## src/rtl/vbr_pkg.sv

```systemverilog
// -----------------------------------------------------------------------------
// vbr_pkg
// Shared types and constants for the vertex buffer reader.
//   vbr_state_t  : frame sequencing states
//   vbr_record_t : one 224-bit triangle record
//   field constants give the bit positions of flags and the x1/x2/x3 coords
//   TERMINATOR   : end-of-frame marker pushed after the last record
// -----------------------------------------------------------------------------
package vbr_pkg;

    localparam int REC_W = 224;
    localparam int X_W   = 12;

    typedef logic [REC_W-1:0] vbr_record_t;

    typedef enum logic [2:0] {
        ST_IDLE   = 3'd0,
        ST_FETCH  = 3'd1,
        ST_ISSUE  = 3'd2,
        ST_SETTLE = 3'd3,
        ST_EOF    = 3'd4,
        ST_DONE   = 3'd5
    } vbr_state_t;

    localparam int FLAGS_HI = 223;
    localparam int FLAGS_LO = 216;
    localparam int X1_HI    = 215;
    localparam int X1_LO    = 204;
    localparam int X2_HI    = 203;
    localparam int X2_LO    = 192;
    localparam int X3_HI    = 191;
    localparam int X3_LO    = 180;

    localparam vbr_record_t TERMINATOR = {1'b1, {(REC_W-1){1'b0}}};

endpackage

```

## src/rtl/vbr_degenerate_detect.sv

```systemverilog
// -----------------------------------------------------------------------------
// vbr_degenerate_detect
// Flags a triangle whose three x coordinates coincide (zero-area in x).
//   i_x1, i_x2, i_x3 : the x coordinates of the record
//   o_degenerate     : 1 when x1 == x2 == x3 (purely combinational)
// -----------------------------------------------------------------------------
module vbr_degenerate_detect
    import vbr_pkg::*;
(
    input  logic [X_W-1:0] i_x1,
    input  logic [X_W-1:0] i_x2,
    input  logic [X_W-1:0] i_x3,
    output logic           o_degenerate
);

    assign o_degenerate = (i_x1 == i_x2) && (i_x2 == i_x3);

endmodule

```

## src/rtl/vertex_buffer_reader.sv

```systemverilog
// -----------------------------------------------------------------------------
// vertex_buffer_reader
// Drains the show-ahead vertex buffer into the triangle FIFO once per frame,
// forwarding at most MAX_TRIS records and closing the frame with a terminator.
//
// Ports
//   clk100                          : clock, all logic on rising edge
//   rst_n                           : synchronous active-low reset
//   nextFrame                       : one-cycle pulse, (re)starts a frame
//   VertexBuffer_PreCalc_empty      : source empty, lags pop by 2 cycles
//   VertexBuffer_PreCalc_ReadData   : source head record (show-ahead)
//   VertexBuffer_PreCalc_pop        : registered pulse advancing the source
//   PreCalc_TriangleFIFO_wait       : sink back-pressure
//   PreCalc_TriangleFIFO_push       : registered write strobe
//   PreCalc_TriangleFIFO_WriteData  : registered write data
//   tri_count                       : records pushed this frame (saturating)
//   busy                            : high outside IDLE and DONE
//
// Build option
//   VBR_DEGENERATE_CULL_EN : when defined, records with x1==x2==x3 are popped
//                            but not pushed and not counted.
// -----------------------------------------------------------------------------
module vertex_buffer_reader
    import vbr_pkg::*;
#(
    parameter logic [7:0] MAX_TRIS = 8'd108
) (
    input  logic              clk100,
    input  logic              rst_n,
    input  logic              nextFrame,
    input  logic              VertexBuffer_PreCalc_empty,
    input  logic [REC_W-1:0]  VertexBuffer_PreCalc_ReadData,
    output logic              VertexBuffer_PreCalc_pop,
    input  logic              PreCalc_TriangleFIFO_wait,
    output logic              PreCalc_TriangleFIFO_push,
    output logic [REC_W-1:0]  PreCalc_TriangleFIFO_WriteData,
    output logic [7:0]        tri_count,
    output logic              busy
);

    vbr_state_t  r_state;
    logic        r_push;
    logic        r_pop;
    vbr_record_t r_wdata;
    logic [7:0]  r_tri_count;

    vbr_state_t  w_next_state;
    logic        w_push_d;
    logic        w_pop_d;
    logic        w_load_rec;
    logic        w_load_term;
    logic        w_count_inc;
    logic        w_count_clr;
    logic        w_degenerate;

    function automatic logic [7:0] sat_inc(input logic [7:0] c);
        if (c >= MAX_TRIS) begin
            return MAX_TRIS;
        end
        return c + 8'd1;
    endfunction

    // The captured record sits in r_wdata during ISSUE, so the cull decision
    // is taken on exactly the record that would be pushed.
`ifdef VBR_DEGENERATE_CULL_EN
    vbr_degenerate_detect u_degenerate_detect (
        .i_x1         (r_wdata[X1_HI:X1_LO]),
        .i_x2         (r_wdata[X2_HI:X2_LO]),
        .i_x3         (r_wdata[X3_HI:X3_LO]),
        .o_degenerate (w_degenerate)
    );
`else
    assign w_degenerate = 1'b0;
`endif

    // Next-state and registered-output decode
    always_comb begin
        w_next_state = r_state;
        w_push_d     = 1'b0;
        w_pop_d      = 1'b0;
        w_load_rec   = 1'b0;
        w_load_term  = 1'b0;
        w_count_inc  = 1'b0;
        w_count_clr  = 1'b0;

        if (nextFrame) begin
            // A new frame wins over anything in flight, including an ISSUE
            // whose push/pop would otherwise be committed on this edge.
            w_next_state = ST_FETCH;
            w_count_clr  = 1'b1;
        end else begin
            case (r_state)
                ST_IDLE: begin
                    w_next_state = ST_IDLE;
                end
                ST_FETCH: begin
                    if (r_tri_count == MAX_TRIS) begin
                        w_next_state = ST_EOF;
                    end else if (VertexBuffer_PreCalc_empty) begin
                        w_next_state = ST_EOF;
                    end else if (!PreCalc_TriangleFIFO_wait) begin
                        w_load_rec   = 1'b1;
                        w_next_state = ST_ISSUE;
                    end
                end
                ST_ISSUE: begin
                    // Committed in FETCH; wait is deliberately ignored here.
                    w_pop_d      = 1'b1;
                    w_next_state = ST_SETTLE;
                    if (!w_degenerate) begin
                        w_push_d    = 1'b1;
                        w_count_inc = 1'b1;
                    end
                end
                ST_SETTLE: begin
                    // One spare cycle so the source's registered empty and
                    // new head reflect the pop before FETCH looks at them.
                    w_next_state = ST_FETCH;
                end
                ST_EOF: begin
                    if (!PreCalc_TriangleFIFO_wait) begin
                        w_push_d     = 1'b1;
                        w_load_term  = 1'b1;
                        w_next_state = ST_DONE;
                    end
                end
                ST_DONE: begin
                    w_next_state = ST_DONE;
                end
                default: begin
                    w_next_state = ST_IDLE;
                end
            endcase
        end
    end

    // State and output registers
    always_ff @(posedge clk100) begin
        if (!rst_n) begin
            r_state     <= ST_IDLE;
            r_push      <= 1'b0;
            r_pop       <= 1'b0;
            r_wdata     <= '0;
            r_tri_count <= '0;
        end else begin
            r_state <= w_next_state;
            r_push  <= w_push_d;
            r_pop   <= w_pop_d;
            if (w_load_rec) begin
                r_wdata <= VertexBuffer_PreCalc_ReadData;
            end else if (w_load_term) begin
                r_wdata <= TERMINATOR;
            end
            if (w_count_clr) begin
                r_tri_count <= '0;
            end else if (w_count_inc) begin
                r_tri_count <= sat_inc(r_tri_count);
            end
        end
    end

    assign VertexBuffer_PreCalc_pop       = r_pop;
    assign PreCalc_TriangleFIFO_push      = r_push;
    assign PreCalc_TriangleFIFO_WriteData = r_wdata;
    assign tri_count                      = r_tri_count;
    assign busy                           = (r_state != ST_IDLE) && (r_state != ST_DONE);

endmodule

```

## config.mk

```make
export PLATFORM = sky130hd
export DESIGN_NAME = vertex_buffer_reader
export DESIGN_NICKNAME = d
export VERILOG_FILES = /design/src/rtl/vbr_pkg.sv /design/src/rtl/vbr_degenerate_detect.sv /design/src/rtl/vertex_buffer_reader.sv
export SDC_FILE = /design/constraint.sdc
export NUM_CORES = 1
export LEC_CHECK = 0
export CORE_AREA = 2 2 178 180
export DETAILED_ROUTE_END_ITERATION = 16
export DIE_AREA = 0 0 180 182
export HOLD_SLACK_MARGIN = 0.05
export PLACE_DENSITY = 0.57
export SLEW_MARGIN = 20
export SYNTH_ARGS = -nofsm -noshare
export SYNTH_HDL_FRONTEND = slang
export SYNTH_SLANG_ARGS = --single-unit
```

## constraint.sdc

```tcl
create_clock -name clk100 -period 5.4 [get_ports clk100]
set_input_delay 1.08 -clock clk100 [delete_from_list [all_inputs] [get_ports clk100]]
set_output_delay 1.08 -clock clk100 [all_outputs]
set_load 0.02 [all_outputs]
```

Word level (Yosys, flattened, before mapping)
Cells that the tools add are included.
Cells by class
  bitwise gates (word level): 1
  eq/ne operators: 11
  magnitude comparators: 1
  muxes and demuxes: 25
  add/subtract/negate cells: 1
  reductions and logical operators: 7
Operator list (number)
  two-way mux 224 bit: 2
  two-way mux 8 bit: 2
  two-way mux 1 bit: 15
  case mux 3 bit (5 select lines): 1
  two-way mux 3 bit: 4
  adder 8 x 1 -> 8 bit (second input constant): 1
  == test 8 x 7 -> 1 bit (second input constant): 1
  >= comparator 8 x 7 -> 1 bit (second input constant): 1
  == test 3 x 2 -> 1 bit (second input constant): 2
  == test 3 bit (second input constant): 2
  inequality test 3 bit (second input constant): 2
  inequality test 5 bit (second input constant): 1
  inequality test 4 bit (second input constant): 1
  AND reduction 2 bit: 2
  OR reduction 2 bit: 2
  == test 3 x 1 -> 1 bit (second input constant): 1
  nonzero test 3 bit: 1
  inequality test 2 bit (second input constant): 1
  case mux 1 bit (2 select lines): 1
  nonzero test 2 bit: 1
  logical AND 1 bit: 1
  inverter 1 bit: 1
Word-level totals
  register bits after elaboration: 237
  word-level logic and storage cells: 52
  bits of input ports: 229

Depth between registers and ports, before layout
  depth after elaboration: 7
  mapped depth: 8

Least setup slack after synthesis
Ideal clock, no wire load.
  path kind: input-to-reg
  from: input port nextFrame
  to: register r_tri_count[3] (netlist: tri_count[3])
  library setup time: 132 ps
  stages on the path: 4
  arrival: 2339 ps
  slack: 2929 ps
  cell sequence: or4b_2 -> a2111oi_2 -> and3_1 -> nor4_1
On the way
  longest elaborated chain between the ends: 2
Ends and longest elaborated chain
  start, declared: line vertex_buffer_reader.sv:30  | input logic nextFrame,
  two-way mux 1 bit: line vertex_buffer_reader.sv:86  | if (nextFrame) begin
  OR reduction 2 bit (no line)
  end signal, assigned: line vertex_buffer_reader.sv:157  | r_tri_count <= sat_inc(r_tri_count);
  end, declared: line vertex_buffer_reader.sv:45  | logic [7:0] r_tri_count;
Several ways; a longest one is shown, not always the timed one.
A chain may end at the register's enable or synchronous reset.

Worst setup path in the final report
  from: input port nextFrame
  to: register r_wdata[97] (netlist: PreCalc_TriangleFIFO_WriteData[97])
On the way
  longest elaborated chain between the ends: 2
Ends and longest elaborated chain
  two-way mux 1 bit: line vertex_buffer_reader.sv:86
  two-way mux 224 bit or nonzero test 2 bit (tied branches)
  end signal, assigned: line vertex_buffer_reader.sv:150  | r_wdata <= VertexBuffer_PreCalc_ReadData;
  end, declared: line vertex_buffer_reader.sv:44  | vbr_record_t r_wdata;
Several ways; a longest one is shown, not always the timed one.

==> results.json <==
{
  "layout_setup_ws_ns": 2.18,
  "vias": 6453,
  "nets": 1260,
  "design.die.area_mm2": 0.0328,
  "final.period_utilization_pct": 59.6,
  "areaGrowthSynthToFinish_pct": 77.4,
  "synth-main-ff-cell": "sky130_fd_sc_hd__dfxtp_1",
  "timing_worst_slew_pin_value_ns": 1.10,
  "drt_pass1_iterations": 4,
  "yosysWarnings": 0,
  "worst-setup-path-type": "in -> reg",
  "finalHoldViolCount": 0,
  "io_pins": 464,
  "worst-endpoint-required_ns": 5.86,
  "max_freq_ghz": 0.311,
  "place_hpwl_um": 18800,
  "antenna_violating_nets_post_route": 0,
  "ctsHtreeMaxLevel": 1,
  "gp_routability_congestion": 0.746,
  "holdPathStages": 1,
  "preCtsSetupSlack_ns": 1.62,
  "regArea_mm2": 0.00474,
  "postSynthNetCount": 815,
  "hold_path_startpoint": "PreCalc_TriangleFIFO_WriteData[76]$_SDFFE_PN0P_",
  "hold-path-endpoint": "PreCalc_TriangleFIFO_WriteData[76]$_SDFFE_PN0P_",
  "wl_um": 26700,
  "finalMaxSlewViolations": 0,
  "holdCritPathClass": "reg -> reg",
  "status": "finished clean",
  "clk_transition_reported_paths_ns": 0.06,
  "layout_min_cycle_time_ns": 3.22,
  "post_cts.repair.setup_buffers": 0,
  "power_density_mw_per_mm2": 308,
  "tritoncts_num_sinks": 237,
  "fp.coreArea_mm2": 0.0310,
  "largest_net_degree_at_the_start_of_global_routing": 124,
  "timing.reg2reg.worst_path_depth": 5,
  "ctsLongestPathBuffers": 3,
  "max_cap_viol_count": 0,
  "grt_util_all_layers_pct": 15.3,
  "synth_top_area_share_pct": 62.6,
  "detail_route.drc_violations": 0,
  "whs_ns": 0.468,
  "post_cts_hold_buffer_count": 0,
  "n_antenna_cell": 0,
  "grt_overflow_total": 0,
  "utilization_pct": 43.4,
  "library_cell_with_the_largest_summed_area_after_synthesis": "sky130_fd_sc_hd__dfxtp_1",
  "buffer_ports.inserted": 463,
  "cts-buffers-inserted": 28,
  "worstPathMaxFanout": 59,
  "vdd_drop_max_uv": 188,
  "detail_route.iter0.violations": 282,
  "post-layout-total-power_mw": 4.14,
  "first_global_vias": 6412,
  "syn-mean-instance-area_um2": 13.0,
  "yosys_register_bits": 237,
  "combined_area_of_the_multi_input_logic_cells_mm2": 0.00244,
  "synth-edff-count": 0,
  "power_leakage_nw": 5.03,
  "start_kind": "input port",
  "routed_via_density": 4.44,
  "synth_seq_area_share_pct": 62.6,
  "grt_pass1_wl_um": 39800,
  "num_rows": 65,
  "start_util_pct": 24.4,
  "ff2ff_setup_slack_ns": 2.76,
  "finalSetupViolations": 0,
  "grt_antenna_before_repair": 1,
  "relSlewSlack_pct": 26.9,
  "fin_tns_setup_ns": 0,
  "tritoncts": "yes",
  "drive_above_1_share_pct": 6.19,
  "dieWidth_um": 180,
  "cell_area_after_synthesis_mm2": 0.00757,
  "fillers": 2883,
  "r2r_end": "PreCalc_TriangleFIFO_WriteData[97]$_SDFFE_PN0P_",
  "endpoint_kind": "flop",
  "wire_per_inst_um": 18.4,
  "setup_repair_after_global_routing_missed_its_margin": "no",
  "regToRegStartpoint": "r_state[1]$_SDFFE_PP0P_",
  "asyncSetResetFlopFracSynth_pct": 0,
  "data_arrival_time_of_the_worst_path_ns": 3.68,
  "final_cell_mix": "sky130_fd_sc_hd__clkdlybuf4s50_1 (463), sky130_fd_sc_hd__dfxtp_1 (237), sky130_fd_sc_hd__a22o_1 (223)",
  "post_cts.resized_instances": 0,
  "synth.top_cells.by_area": "sky130_fd_sc_hd__dfxtp_1 (63%), sky130_fd_sc_hd__a22o_1 (26%), sky130_fd_sc_hd__buf_6 (2.8%)",
  "floorplan.die.height_um": 182,
  "layout_commonest_cell": "sky130_fd_sc_hd__clkdlybuf4s50_1",
  "netlist_instances": 584,
  "root_buffer": "sky130_fd_sc_hd__clkbuf_16",
  "timing.clock.skew_ns": 0.0108,
  "number_of_distinct_standard_cells_referenced_by_the_synthesized_netlist": 42,
  "clock_insertion_delay_worst_skew_ns": 0.53
}
## through the flow
stage | std cells | instance area [um2]
after CTS | 1452 | 13400
after detailed placement | 1401 | 12400
after global routing | 1452 | 13400
after global placement | 1401 | 12400
final | 1452 | 13400
after floorplan | 584 | 7570
## synthesized netlist by cell type (2+ instances only)
cell,number
sky130_fd_sc_hd__ha_1,2
sky130_fd_sc_hd__nand2b_1,2
sky130_fd_sc_hd__nor2_1,9
sky130_fd_sc_hd__and3_1,3
sky130_fd_sc_hd__dfxtp_1,237
sky130_fd_sc_hd__buf_2,26
sky130_fd_sc_hd__nand4_1,2
sky130_fd_sc_hd__a211oi_1,2
sky130_fd_sc_hd__a21oi_1,4
sky130_fd_sc_hd__a22o_1,223
sky130_fd_sc_hd__clkbuf_1,7
sky130_fd_sc_hd__buf_6,19
sky130_fd_sc_hd__inv_1,5
sky130_fd_sc_hd__and2_1,4
sky130_fd_sc_hd__nand2_1,3
sky130_fd_sc_hd__xor2_1,3
sky130_fd_sc_hd__nor2b_1,5
sky130_fd_sc_hd__a21o_1,3
sky130_fd_sc_hd__nor3_1,2
## logic make-up (layout without fill, tap and decap cells)
kind of cell | after synthesis | count (layout) | share of synthesized area [%]
AOI/OAI and AO/OA | 243 | 243 | 27.9
xor gates and xnor gates | 4 | 4 | 0.463
adders and majority gates | 2 | 2 | 0.330
buffers and inverters | 58 | 524 | 5.24
DFF | 237 | 237 | 62.6
and+or+nand+nor | 40 | 40 | 3.40
## registers in the layout (all words and copies together) (netlist names)
signal / flops
r_state: 3
PreCalc_TriangleFIFO_push: 1
PreCalc_TriangleFIFO_WriteData: 224
VertexBuffer_PreCalc_pop: 1
tri_count: 8
## metal layers
metal,up-vias,routed length (um),global-route usage (%)
met5,-,13,0
met3,52,1620,3.59
met1,3019,11600,19.8
met4,2,716,5.20
met2,244,12700,24.9
li1,3136,-,-
## how the worst max path moves through the flow
stage / slack [ns] / startpoint / depth (start not counted) / end
after global placement: 1.66 / PreCalc_TriangleFIFO_wait / 6 / PreCalc_TriangleFIFO_WriteData[147]$_SDFFE_PN0P_
after global routing: 2.03 / PreCalc_TriangleFIFO_wait / 6 / PreCalc_TriangleFIFO_WriteData[1]$_SDFFE_PN0P_
after floorplan: 2.93 / nextFrame / 4 / tri_count[3]$_SDFFE_PP0P_
after detailed placement: 1.62 / nextFrame / 6 / PreCalc_TriangleFIFO_WriteData[160]$_SDFFE_PN0P_
after CTS: 2.18 / nextFrame / 6 / PreCalc_TriangleFIFO_WriteData[97]$_SDFFE_PN0P_
final: 2.18 / nextFrame / 6 / PreCalc_TriangleFIFO_WriteData[97]$_SDFFE_PN0P_
## area by class of cell
cell class,instances,area share (%)
clock buffers,41,6.56
inverters,5,0.140
flip-flops and latches,237,35.3
clock inverters,10,0.996
well taps,402,3.74
repair buffers,468,35.1
multi-input cells,289,18.2
## worst max-delay path: stages
cell                              delay, ns
sky130_fd_sc_hd__clkdlybuf4s50_1       0.48
sky130_fd_sc_hd__or3_4                 0.38
sky130_fd_sc_hd__nor3b_4               0.29
sky130_fd_sc_hd__and3_4                0.75
sky130_fd_sc_hd__buf_4                 0.47
sky130_fd_sc_hd__a22o_1                0.21
## report_power, final
part           internal, mW  leakage [nW]  switching, mW
Combinational         0.212          2.62          0.122
Sequential             1.77          1.91         0.0160
Clock                  1.27         0.500          0.746
Total                  3.25          5.03          0.883
(Power assumes the default switching activity.)
